==> config.mk <==
export PLATFORM = sky130hd
export DESIGN_NAME = regfile_dump
export DESIGN_NICKNAME = d
export VERILOG_FILES = /design/src/rtl/regfile_dump_pkg.sv /design/src/rtl/regfile_dump_lowest_set.sv /design/src/rtl/regfile_dump.sv
export SDC_FILE = /design/constraint.sdc
export NUM_CORES = 1
export LEC_CHECK = 0
export CAP_MARGIN = 20
export CORE_UTILIZATION = 46
export CTS_CLUSTER_SIZE = 10
export DETAILED_ROUTE_END_ITERATION = 8
export PLACE_DENSITY = 0.89
export SLEW_MARGIN = 20
export SYNTH_ARGS = -nofsm -noshare
export SYNTH_HDL_FRONTEND = slang
export SYNTH_HIERARCHICAL = 1
export SYNTH_SLANG_ARGS = --single-unit
export TNS_END_PERCENT = 30
==> constraint.sdc <==
create_clock -name clk -period 3.59 [get_ports clk]
set_clock_uncertainty 0.1 [all_clocks]
set_input_delay 0.718 -clock clk [delete_from_list [all_inputs] [get_ports clk]]
set_output_delay 0.718 -clock clk [all_outputs]
set_load 0.05 [all_outputs]
==> src/rtl/regfile_dump_pkg.sv <==
// Shared constants and FSM encoding for the register-file dump engine.
package regfile_dump_pkg;

  localparam int WIDTH_DEF = 16;
  localparam int NREG_DEF  = 8;
  localparam int IDXW_DEF  = $clog2(NREG_DEF);

  typedef enum logic [1:0] {
    ST_IDLE = 2'd0,
    ST_READ = 2'd1,
    ST_SEND = 2'd2,
    ST_DONE = 2'd3
  } state_t;

endpackage

==> src/rtl/regfile_dump_lowest_set.sv <==
// Priority encoder: index of the lowest set bit of vec, with a flag for an all-zero vector.
module lowest_set #(
  parameter int N  = 8,
  parameter int IW = 3
) (
  input  logic [N-1:0]  vec,
  output logic [IW-1:0] idx,
  output logic          none
);

  // Scan from the top down so the lowest set bit is the last one written.
  always_comb begin
    idx = '0;
    for (int i = N - 1; i >= 0; i--) begin
      if (vec[i]) idx = IW'(i);
    end
  end

  assign none = ~|vec;

endmodule

==> src/rtl/regfile_dump.sv <==
// Walks a mask of registers in ascending order, reading each through an external
// read port and presenting it as a valid/ready beat.
module regfile_dump
  import regfile_dump_pkg::*;
#(
  parameter int WIDTH = WIDTH_DEF,
  parameter int NREG  = NREG_DEF,
  localparam int IDXW = $clog2(NREG)
) (
  input  logic             clk,
  input  logic             reset,
  input  logic             start,
  input  logic [NREG-1:0]  mask,
  output logic [IDXW-1:0]  readnum,
  input  logic [WIDTH-1:0] rf_data,
  output logic [WIDTH-1:0] out_data,
  output logic [IDXW-1:0]  out_num,
  output logic             out_valid,
  input  logic             out_ready,
  output logic             busy,
  output logic             done
);

  state_t           r_state;
  state_t           w_state_next;
  logic [NREG-1:0]  r_pending;
  logic [IDXW-1:0]  r_idx;
  logic [WIDTH-1:0] r_out_data;
  logic [IDXW-1:0]  r_out_num;

  logic [NREG-1:0]  w_remaining;
  logic [NREG-1:0]  w_search;
  logic [IDXW-1:0]  w_idx_next;
  logic             w_none;

  // Pending set with the register currently being sent removed.
  for (genvar gi = 0; gi < NREG; gi++) begin : g_remaining
    assign w_remaining[gi] = r_pending[gi] & (r_idx != IDXW'(gi));
  end

  // One encoder serves both the initial pick in IDLE and the follow-on pick in SEND.
  assign w_search = (r_state == ST_IDLE) ? mask : w_remaining;

  lowest_set #(
    .N  (NREG),
    .IW (IDXW)
  ) u_lowest_set (
    .vec  (w_search),
    .idx  (w_idx_next),
    .none (w_none)
  );

  always_comb begin
    w_state_next = r_state;
    case (r_state)
      ST_IDLE: if (start) w_state_next = w_none ? ST_DONE : ST_READ;
      ST_READ: w_state_next = ST_SEND;
      ST_SEND: if (out_ready) w_state_next = w_none ? ST_DONE : ST_READ;
      ST_DONE: w_state_next = ST_IDLE;
      default: w_state_next = ST_IDLE;
    endcase
  end

  always_ff @(posedge clk or posedge reset) begin
    if (reset) begin
      r_state    <= ST_IDLE;
      r_pending  <= '0;
      r_idx      <= '0;
      r_out_data <= '0;
      r_out_num  <= '0;
    end else begin
      r_state <= w_state_next;
      case (r_state)
        ST_IDLE: begin
          if (start && !w_none) begin
            r_pending <= mask;
            r_idx     <= w_idx_next;
          end
        end
        ST_READ: begin
          r_out_data <= rf_data;
          r_out_num  <= r_idx;
        end
        ST_SEND: begin
          if (out_ready) begin
            r_pending <= w_remaining;
            if (!w_none) r_idx <= w_idx_next;
          end
        end
        default: ;
      endcase
    end
  end

  assign readnum   = (r_state == ST_READ || r_state == ST_SEND) ? r_idx : '0;
  assign out_data  = r_out_data;
  assign out_num   = r_out_num;
  assign out_valid = (r_state == ST_SEND);
  assign busy      = (r_state != ST_IDLE);
  assign done      = (r_state == ST_DONE);

endmodule

* Word-level counts from Yosys, hierarchy flattened *
Cells that the tools add are included.
W data, S select, Z words.

operators by class
  $lt $le $gt $ge = 0
  shift operators = 0
  div/mod/pow operators = 0
  equal/unequal tests = 14
  $mul = 0
  add/sub/neg operators = 0
  reductions and logical operators = 10
  muxes and demuxes = 21
  bitwise logic cells = 8

operators by type and width
  operator              number
  $mux W3               12
  $mux W8               3
  $pmux W8 S2           1
  $ne A3 B3 Y1 const B  4
  $and A1 B1 Y1         8
  $pmux W2 S4           1
  $reduce_or A8 Y1      1
  $mux W2               3
  $ne A2 B1 Y1 const B  3
  $ne A3 B2 Y1 const B  2
  $pmux W3 S2           1
  $eq A2 B2 Y1 const B  2
  $reduce_and A4 Y1     1
  $reduce_bool A2 Y1    2
  $ne A3 B1 Y1 const B  1
  $reduce_and A3 Y1     1
  $reduce_bool A3 Y1    1
  $eq A2 B1 Y1 const B  1
  $logic_not A2 Y1      1
  $ne A2 B2 Y1 const B  1
  $reduce_and A2 Y1     1
  $logic_and A1 B1 Y1   1
  $logic_or A1 B1 Y1    1

storage, ports and cells
  bits in read-only memories = 0
  word-level logic and storage cells = 58
  flip-flop bits (word level) = 32
  memories kept = 0
  input bits = 28
  bits in writable memories = 0
  bits in latches = 0
  output and inout port bits = 25

* Depth between registers and ports, before layout *
Gate-level depths: netlist of the first run.

  depth after elaboration = 14
  depth in mapped cells = 12
  gate-level depth less buffers = 10

* By module *
Netlist of the first run, hierarchy kept.

by module, submodules not included
  module        area an instance (sq um)  times used  cells each  sequential area each (sq um)
  regfile_dump  1611.5                    1           150         800.8
  lowest_set    86.3                      1           14          0.0

* Worst setup path before layout of the first run *
OpenSTA, ideal clock, no wires.

  kind = flip-flop to flip-flop
  from = register r_state[0]
  to = register r_idx[0]
  stages on the path, launching flop included = 12
  data required time = 3.362 ns
  clock period less this slack = 2.539 ns
  setup slack = 1.051 ns
  arrival = 2.311 ns
  library setup time = 0.128 ns
  cell sequence = dfrtp_1 > inv_1 > ha_1 > buf_2 > buf_1 > nand2_1 > o21ai_1 > nor2_2 > and4_1 > a211o_1 > nand2_1 > mux2_1

between the ends
  elaborated cells on any way between the ends = 22
  those cells by class = 4 x eq/ne; 13 x mux; 5 x reduce/logical

RTL lines
  what                    line                           text
  start, declared         regfile_dump.sv:24             state_t r_state;
  start signal, assigned  regfile_dump.sv:72             r_state <= w_state_next;
  $logic_not A2 Y1 (*)    regfile_dump.sv:42             assign w_search = (r_state == ST_IDLE) ? mask : w_remaining;
  $mux W8 (*)             regfile_dump.sv:42
  net w_search[4]         regfile_dump.sv:32             logic [NREG-1:0] w_search;
  $mux W3 (5 in a row)    regfile_dump_lowest_set.sv:15  if (vec[i]) idx = IW'(i);
  $mux W3                 regfile_dump.sv:87             if (!w_none) r_idx <= w_idx_next;
  $mux W3                 regfile_dump.sv:85             if (out_ready) begin
  $pmux W3 S2             regfile_dump.sv:73             case (r_state)
  end signal, assigned    regfile_dump.sv:77             r_idx <= w_idx_next;
  end signal, assigned    regfile_dump.sv:87
  end, declared           regfile_dump.sv:27             logic [IDXW-1:0] r_idx;

Mark *: on every way through the listed nets, which the timed path passes. The rest lies on a longest branch. The select of a mux whose other input is x is not followed.
A chain may end at the register's enable or synchronous reset.

* Worst setup path after layout of the first run *
  from = register r_state[0]
  to = output readnum[1]

between the ends
  cells in the longest elaborated chain, start to end = 3
  elaborated cells on any way between the ends = 4
  those cells by class = 2 x eq/ne; 1 x mux; 1 x reduce/logical

ends and longest elaborated chain
  what                                                 line                text
  $eq A2 B1 Y1 / $eq A2 B2 Y1 (equally long branches)  regfile_dump.sv:95  assign readnum = (r_state == ST_READ || r_state == ST_SEND) ? r_idx : '0;
  $logic_or A1 B1 Y1 (*)                               regfile_dump.sv:95
  $mux W3 (*)                                          regfile_dump.sv:95
  end, declared                                        regfile_dump.sv:14  output logic [IDXW-1:0] readnum,

Mark *: on every way between the ends. The rest lies on a longest branch, timed or not.

==> impl_metrics.yaml, run 1 <==
final_layout:
  final_cell_mix: "52 x clkdlybuf4s50_1, 38 x nand2_1, 32 x dfrtp_1"
  nNetsFinal: 250
  drive_gt1_share_pct: 15.2
  syn_to_final_growth_pct: 36.9
  final_common_cell: "clkdlybuf4s50_1"
  antenna_cells: 0
  fin_cells: 263
global_routing:
  grt_pass1_wl_um: 6640
  track_usage_pct: 22.3
  grt-ovfl-total: 0
  grt_antenna_before_repair: 0
  grt_pass1_vias: 1504
  grt_max_degree: 33
clock_network:
  cts_hold_buf: 0
  post_cts_buffers: 0
  clockBufferDepth: 2
  cts_buffers: 5
  path_clk_slew_ns: 0.07
  cts_resized: 0
  clock-sinks: 32
  cts_tree: "done"
  cts_root_buf: "clkbuf_8"
  htreeDepth: 2
  clk_latency_ns: 0.29
sta:
  drv_slew: 0
  slew_headroom_pct: 42.4
  fmax_mhz: 346
  fin_setup_tns_ns: 0
  worst-slew-pin-transition_ns: 0.863
  period_minus_slack_ns: 2.89
  finalSetupViolCount: 0
  finalHoldViolCount: 0
  rsz0062_at_grt: "false"
  finalCritPeriodShare_pct: 80.5
  hold_ws_ns: 0.394
setup_path:
  path_max_fanout: 6
  cpPeakStageDelay_ns: 0.80
  cp_top_family: "buffers and inverters"
  endpoint_kind: "output port"
  cp_data_arrival_time_ns: 2.07
  critPathSlowestCell: "clkdlybuf4s50_1"
  crit_buf_inv: 2
  worst-endpoint-required_ns: 2.77
  worst-setup-path-type: "flip-flop to output port"
  crit_path_cell_trace: "inv_1 -> ha_1 -> and2_1 -> clkdlybuf4s50_1"
  cp-start-kind: "flip-flop"
pwr:
  vdd_drop_max_v: 0.000716
  leakage_nw: 1.01
  powerDensity_nw_per_um2: 1110
yosys:
  synth-edff-count: 0
  synth_seq_cells: 32
  syn-instance-count: 164
  synthDistinctLibCells: 33
  synth_fp_nets: 198
  synth-async-reset-ratio_pct: 100
  syn_area_um2: 1700
  synthFlopType: "dfrtp_1"
  yosys_warnings: 6
  seq_area_frac_synth_pct: 47.2
  avgSynthCellArea_um2: 10.4
floorplanning:
  num_rows: 21
  coreArea_um2: 3440
  ios: 53
  die_x_um: 62.8
  die-area_um2: 3940
  fp.dieH_um: 62.8
  start_util_pct: 49.3
route:
  routed_wl_um: 3890
  ant_nets: 0
  via_count: 1436
  firstDrtPassIters: 4
  drc: 0
  wl_per_cell_um: 14.8
  drtIter0Drc: 96
  viasPerCell: 5.46
run_status:
  status: "complete, no violations"
hold_path:
  hp-class: "flip-flop to flip-flop"
placement:
  placed_cells: 255
  dp_hpwl_um: 2730
  portBuffers: 52
  gp_congestion: 0.818
flow_run:
  drv_cap: 0
[metal layers]
layer  track usage [%]  share of wire (%)  vias up
met5                 0                  0        -
met2              34.1                 48       59
met3              8.39                8.6        6
li1                  -                  -      672
met1              26.8                 42      699
met4              12.8                2.0        0
[tightest hold or removal path, stage by stage (launching register included)]
cell and delay (ns):
dfrtp_1 0.36, nand2_1 0.05, nand2_1 0.05
[metrics by stage]
stage / utilization, % / worst slack [ns] / total power, mW / cell area, um2
6_report: 67.5 / 0.698 / 2.57 / 2320
5_1_grt: 67.5 / 0.508 / 2.74 / 2320
4_1_cts: 67.5 / 0.658 / 2.59 / 2320
3_5_place_dp: 64.8 / 0.815 / 2.28 / 2230
3_3_place_gp: 64.8 / 0.831 / 2.24 / 2230
2_1_floorplan: - / 1.05 / 1.84 / 1700
[layout make-up]
| cell class | count | area (um2) |
|---|---|---|
| clock buffer | 5 | 68.8 |
| clock inverter | 3 | 23.8 |
| fill | 271 | 1120 |
| inverter | 6 | 22.5 |
| multi-input combinational | 118 | 823 |
| sequential | 32 | 801 |
| tap | 46 | 57.6 |
| timing repair buffer | 53 | 528 |
[final timing paths]
kind | startpoint | to | slack, ns | depth (start not counted)
min in group asynchronous | reset | r_pending[7] | 0.70 | 3
setup reg to reg | r_state[0] | r_pending[4] | 0.73 | 10
setup / recovery | r_state[0] | readnum[1] | 0.70 | 4
hold reg to reg | r_pending[2] | r_pending[2] | 0.39 | 2
max in group asynchronous | reset | out_data[9] | 2.39 | 3
hold / removal | r_pending[2] | r_pending[2] | 0.39 | 2
[sequential cells by signal (all words and copies together), names as in the netlist]
signal / cells
r_idx: 3
r_pending: 8
out_num: 3
out_data: 16
r_state: 2
[power by group]
| part | internal, mW | leakage (nW) | switching [mW] |
|---|---|---|---|
| combinational | 0.613 | 0.576 | 0.993 |
| sequential | 0.536 | 0.390 | 0.137 |
| clock | 0.137 | 0.0404 | 0.155 |
| total | 1.29 | 1.01 | 1.28 |
[cells by family (layout without fill, tap and decap cells)]
kind of cell	after synthesis	after routing	synth area share (%)
AO/OA/AOI/OAI	27	27	11.6
adder cells (fa/ha/maj)	6	6	4.42
multiplexers	23	23	15.2
AND/OR/NAND/NOR	62	62	17.3
buffers and inverters	14	67	4.35
flip-flops	32	32	47.2
[synthesized netlist by cell type (2+ instances only)]
cell / count / area (um2)
nand3b_1: 3 / 22.5
a21oi_1: 2 / 10.0
buf_6: 2 / 22.5
buf_2: 5 / 25.0
dfrtp_1: 32 / 801
or3b_1: 2 / 17.5
and2_1: 3 / 18.8
nand2_1: 38 / 143
a211o_1: 2 / 17.5
o21ai_0: 5 / 25.0
inv_1: 5 / 18.8
nor2_1: 6 / 22.5
mux2_1: 3 / 33.8
nand2b_1: 2 / 12.5
nor2b_1: 2 / 12.5
o21ai_1: 5 / 25.0
a32oi_1: 8 / 70.1
ha_1: 6 / 75.1
mux2_2: 19 / 214
Note: power is estimated with default switching activity, not from simulation.
==> run 2: changes to the inputs <==
- CORE_UTILIZATION: 46 -> 42
- PLACE_DENSITY: 0.89 -> 0.86
- clock period: 3.59 -> 2.5 ns (I/O delays scaled with it)
==> run 2 against run 1 <==
Effect of this change: utilization decreased by 2.8 points; non-clock buffer count increased by 15; worst setup slack worse by 0.57 ns; first-iteration DRC count fell by 44%; final cell count increased by 6.1%; flip-flop and latch count unchanged; die area is 9.2% higher; count of clock-buffer cells in the layout unchanged; highest routed layer unchanged.
==> impl_metrics.yaml, run 2 (same netlist as run 1, synthesis figures left out) <==
clock_network:
  cts_root_buf: "clkbuf_8"
  path_clk_slew_ns: 0.07
  cts_buffers: 5
  clock-sinks: 32
  clockBufferDepth: 2
  cts_tree: "done"
  htreeDepth: 2
  clk_latency_ns: 0.28
  cts_hold_buf: 0
placement:
  portBuffers: 52
  gp_congestion: 0.831
  place_area_um2: 2350
  dp_hpwl_um: 2950
pwr:
  powerDensity_nw_per_um2: 1600
  leakage_nw: 1.09
  total_power_mw: 3.90
  vdd_drop_max_v: 0.00103
sta:
  finalSetupViolCount: 0
  finalCritPeriodShare_pct: 94.9
  finalHoldViolCount: 0
  fmax_mhz: 422
  worst-slew-pin-transition_ns: 0.535
  drv_slew: 0
  slew_headroom_pct: 64.2
  period_minus_slack_ns: 2.37
global_routing:
  grt_antenna_before_repair: 0
  grtUsageMet3_pct: 8.33
  met2_usage_pct: 33.4
  grt_pass1_vias: 1550
  use_met1_pct: 25.8
  track_usage_pct: 21.3
  grt-ovfl-total: 0
  grt_pass1_wl_um: 6880
  grt_busiest_layer: "met2"
  grt_max_degree: 33
floorplanning:
  start_util_pct: 45.0
  fp.dieH_um: 65.6
  ios: 53
  num_rows: 22
  die-area_um2: 4300
  coreArea_um2: 3770
  die_x_um: 65.6
final_layout:
  final_common_cell: "clkdlybuf4s50_1"
  n_fill_cell: 310
  antenna_cells: 0
  drive_gt1_share_pct: 23.8
  final_cell_mix: "47 x clkdlybuf4s50_1, 38 x nand2_1, 31 x dfrtp_1"
  post-route-util_pct: 64.7
  stdcell_area_um2: 2440
  largest_reg_flops: 16
  syn_to_final_growth_pct: 43.8
  nNetsFinal: 265
setup_path:
  path_max_fanout: 8
  rr_startpoint: "r_idx[1]"
  cp-start-kind: "flip-flop"
  worst-setup-path-type: "flip-flop to flip-flop"
  reg2reg_depth: 9
  worstReg2RegEnd: "r_idx[1]"
  cp_data_arrival_time_ns: 2.44
  endpoint_kind: "flip-flop"
  r2r_slack_ns: 0.13
  worst-endpoint-required_ns: 2.56
hold_path:
  holdPathEnd: "r_pending[0]"
  whs_path_depth: 2
  hp-class: "flip-flop to flip-flop"
  hp-start: "r_pending[0]"
route:
  wl_per_cell_um: 14.7
  drc: 0
  via_count: 1486
  drtIter0Drc: 54
  firstDrtPassIters: 4
  ant_nets: 0
  routed_wl_um: 4100
  viasPerCell: 5.33
run_status:
  status: "complete, no violations"
flow_run:
  drv_cap: 0
[run 2: cell count changes in the layout (fill, tap and decap cells not counted), moves of 2 or more]
cell / delta
o21ai_1: +2
buf_4: +19
clkdlybuf4s50_1: -5
o21ai_0: -2
[run 2: area by class of cell]
| class | count | area [um2] | area share [%] |
|---|---|---|---|
| timing repair buffer | 68 | 641 | 26.2 |
| clock buffer | 5 | 68.8 | 2.82 |
| inverter | 6 | 22.5 | 0.923 |
| clock inverter | 2 | 12.5 | 0.513 |
| multi-input combinational | 118 | 835 | 34.2 |
| sequential | 32 | 802 | 32.9 |
| tap | 48 | 60.1 | 2.46 |
[run 2: where the power goes]
part | switching (mW) | leakage [nW] | internal (mW)
sequential | 0.179 | 0.388 | 0.772
clock | 0.196 | 0.0400 | 0.188
combinational | 1.52 | 0.664 | 1.05
total | 1.89 | 1.09 | 2.01
[run 2: layer usage]
| metal | part of all wire, % | wire [um] |
|---|---|---|
| met2 | 47 | 1910 |
| met5 | 0 | 0 |
| met4 | 1.8 | 74 |
| met3 | 8.0 | 327 |
| met1 | 44 | 1780 |
[run 2: worst max-delay path: stages, from the launching register on]
cell      delay [ns]
dfrtp_1         0.48
or3b_1          0.44
nand2_1         0.08
o21ai_1         0.09
nor2_2          0.15
and4_4          0.25
buf_4           0.12
nand4b_1        0.10
nand2_1         0.11
mux2_1          0.34
[run 2: how the worst max path moves through the flow]
| stage | startpoint | endpoint | slack, ns | cells after the start |
|---|---|---|---|---|
| floorplan | r_state[0] | r_idx[0] | 0.06 | 10 |
| global placement | mask[4] | r_idx[1] | 0.04 | 9 |
| detailed placement | mask[4] | r_idx[2] | 0.006 | 9 |
| CTS | r_idx[2] | r_idx[2] | 0.04 | 9 |
| global route | r_idx[1] | r_idx[2] | -0.003 | 9 |
| finish | r_idx[1] | r_idx[1] | 0.13 | 9 |
[run 2: metrics by stage]
stage               hold slack, ns  TNS (ns)  setup slack, ns  std cells
floorplan                    0.360         0           0.0562        164
global placement             0.376         0           0.0438        272
detailed placement           0.385         0          0.00559        272
CTS                          0.402         0           0.0393        279
global route                 0.422  -0.00459         -0.00316        279
finish                       0.400         0            0.128        279
[run 2: what timing repair did]
item | 4_1_cts | 5_1_grt
endpoints found under the setup margin | 0 | 11
resized for setup | 0 | 6
hold endpoints to repair | 0 | 0
setup buffers | 0 | 0
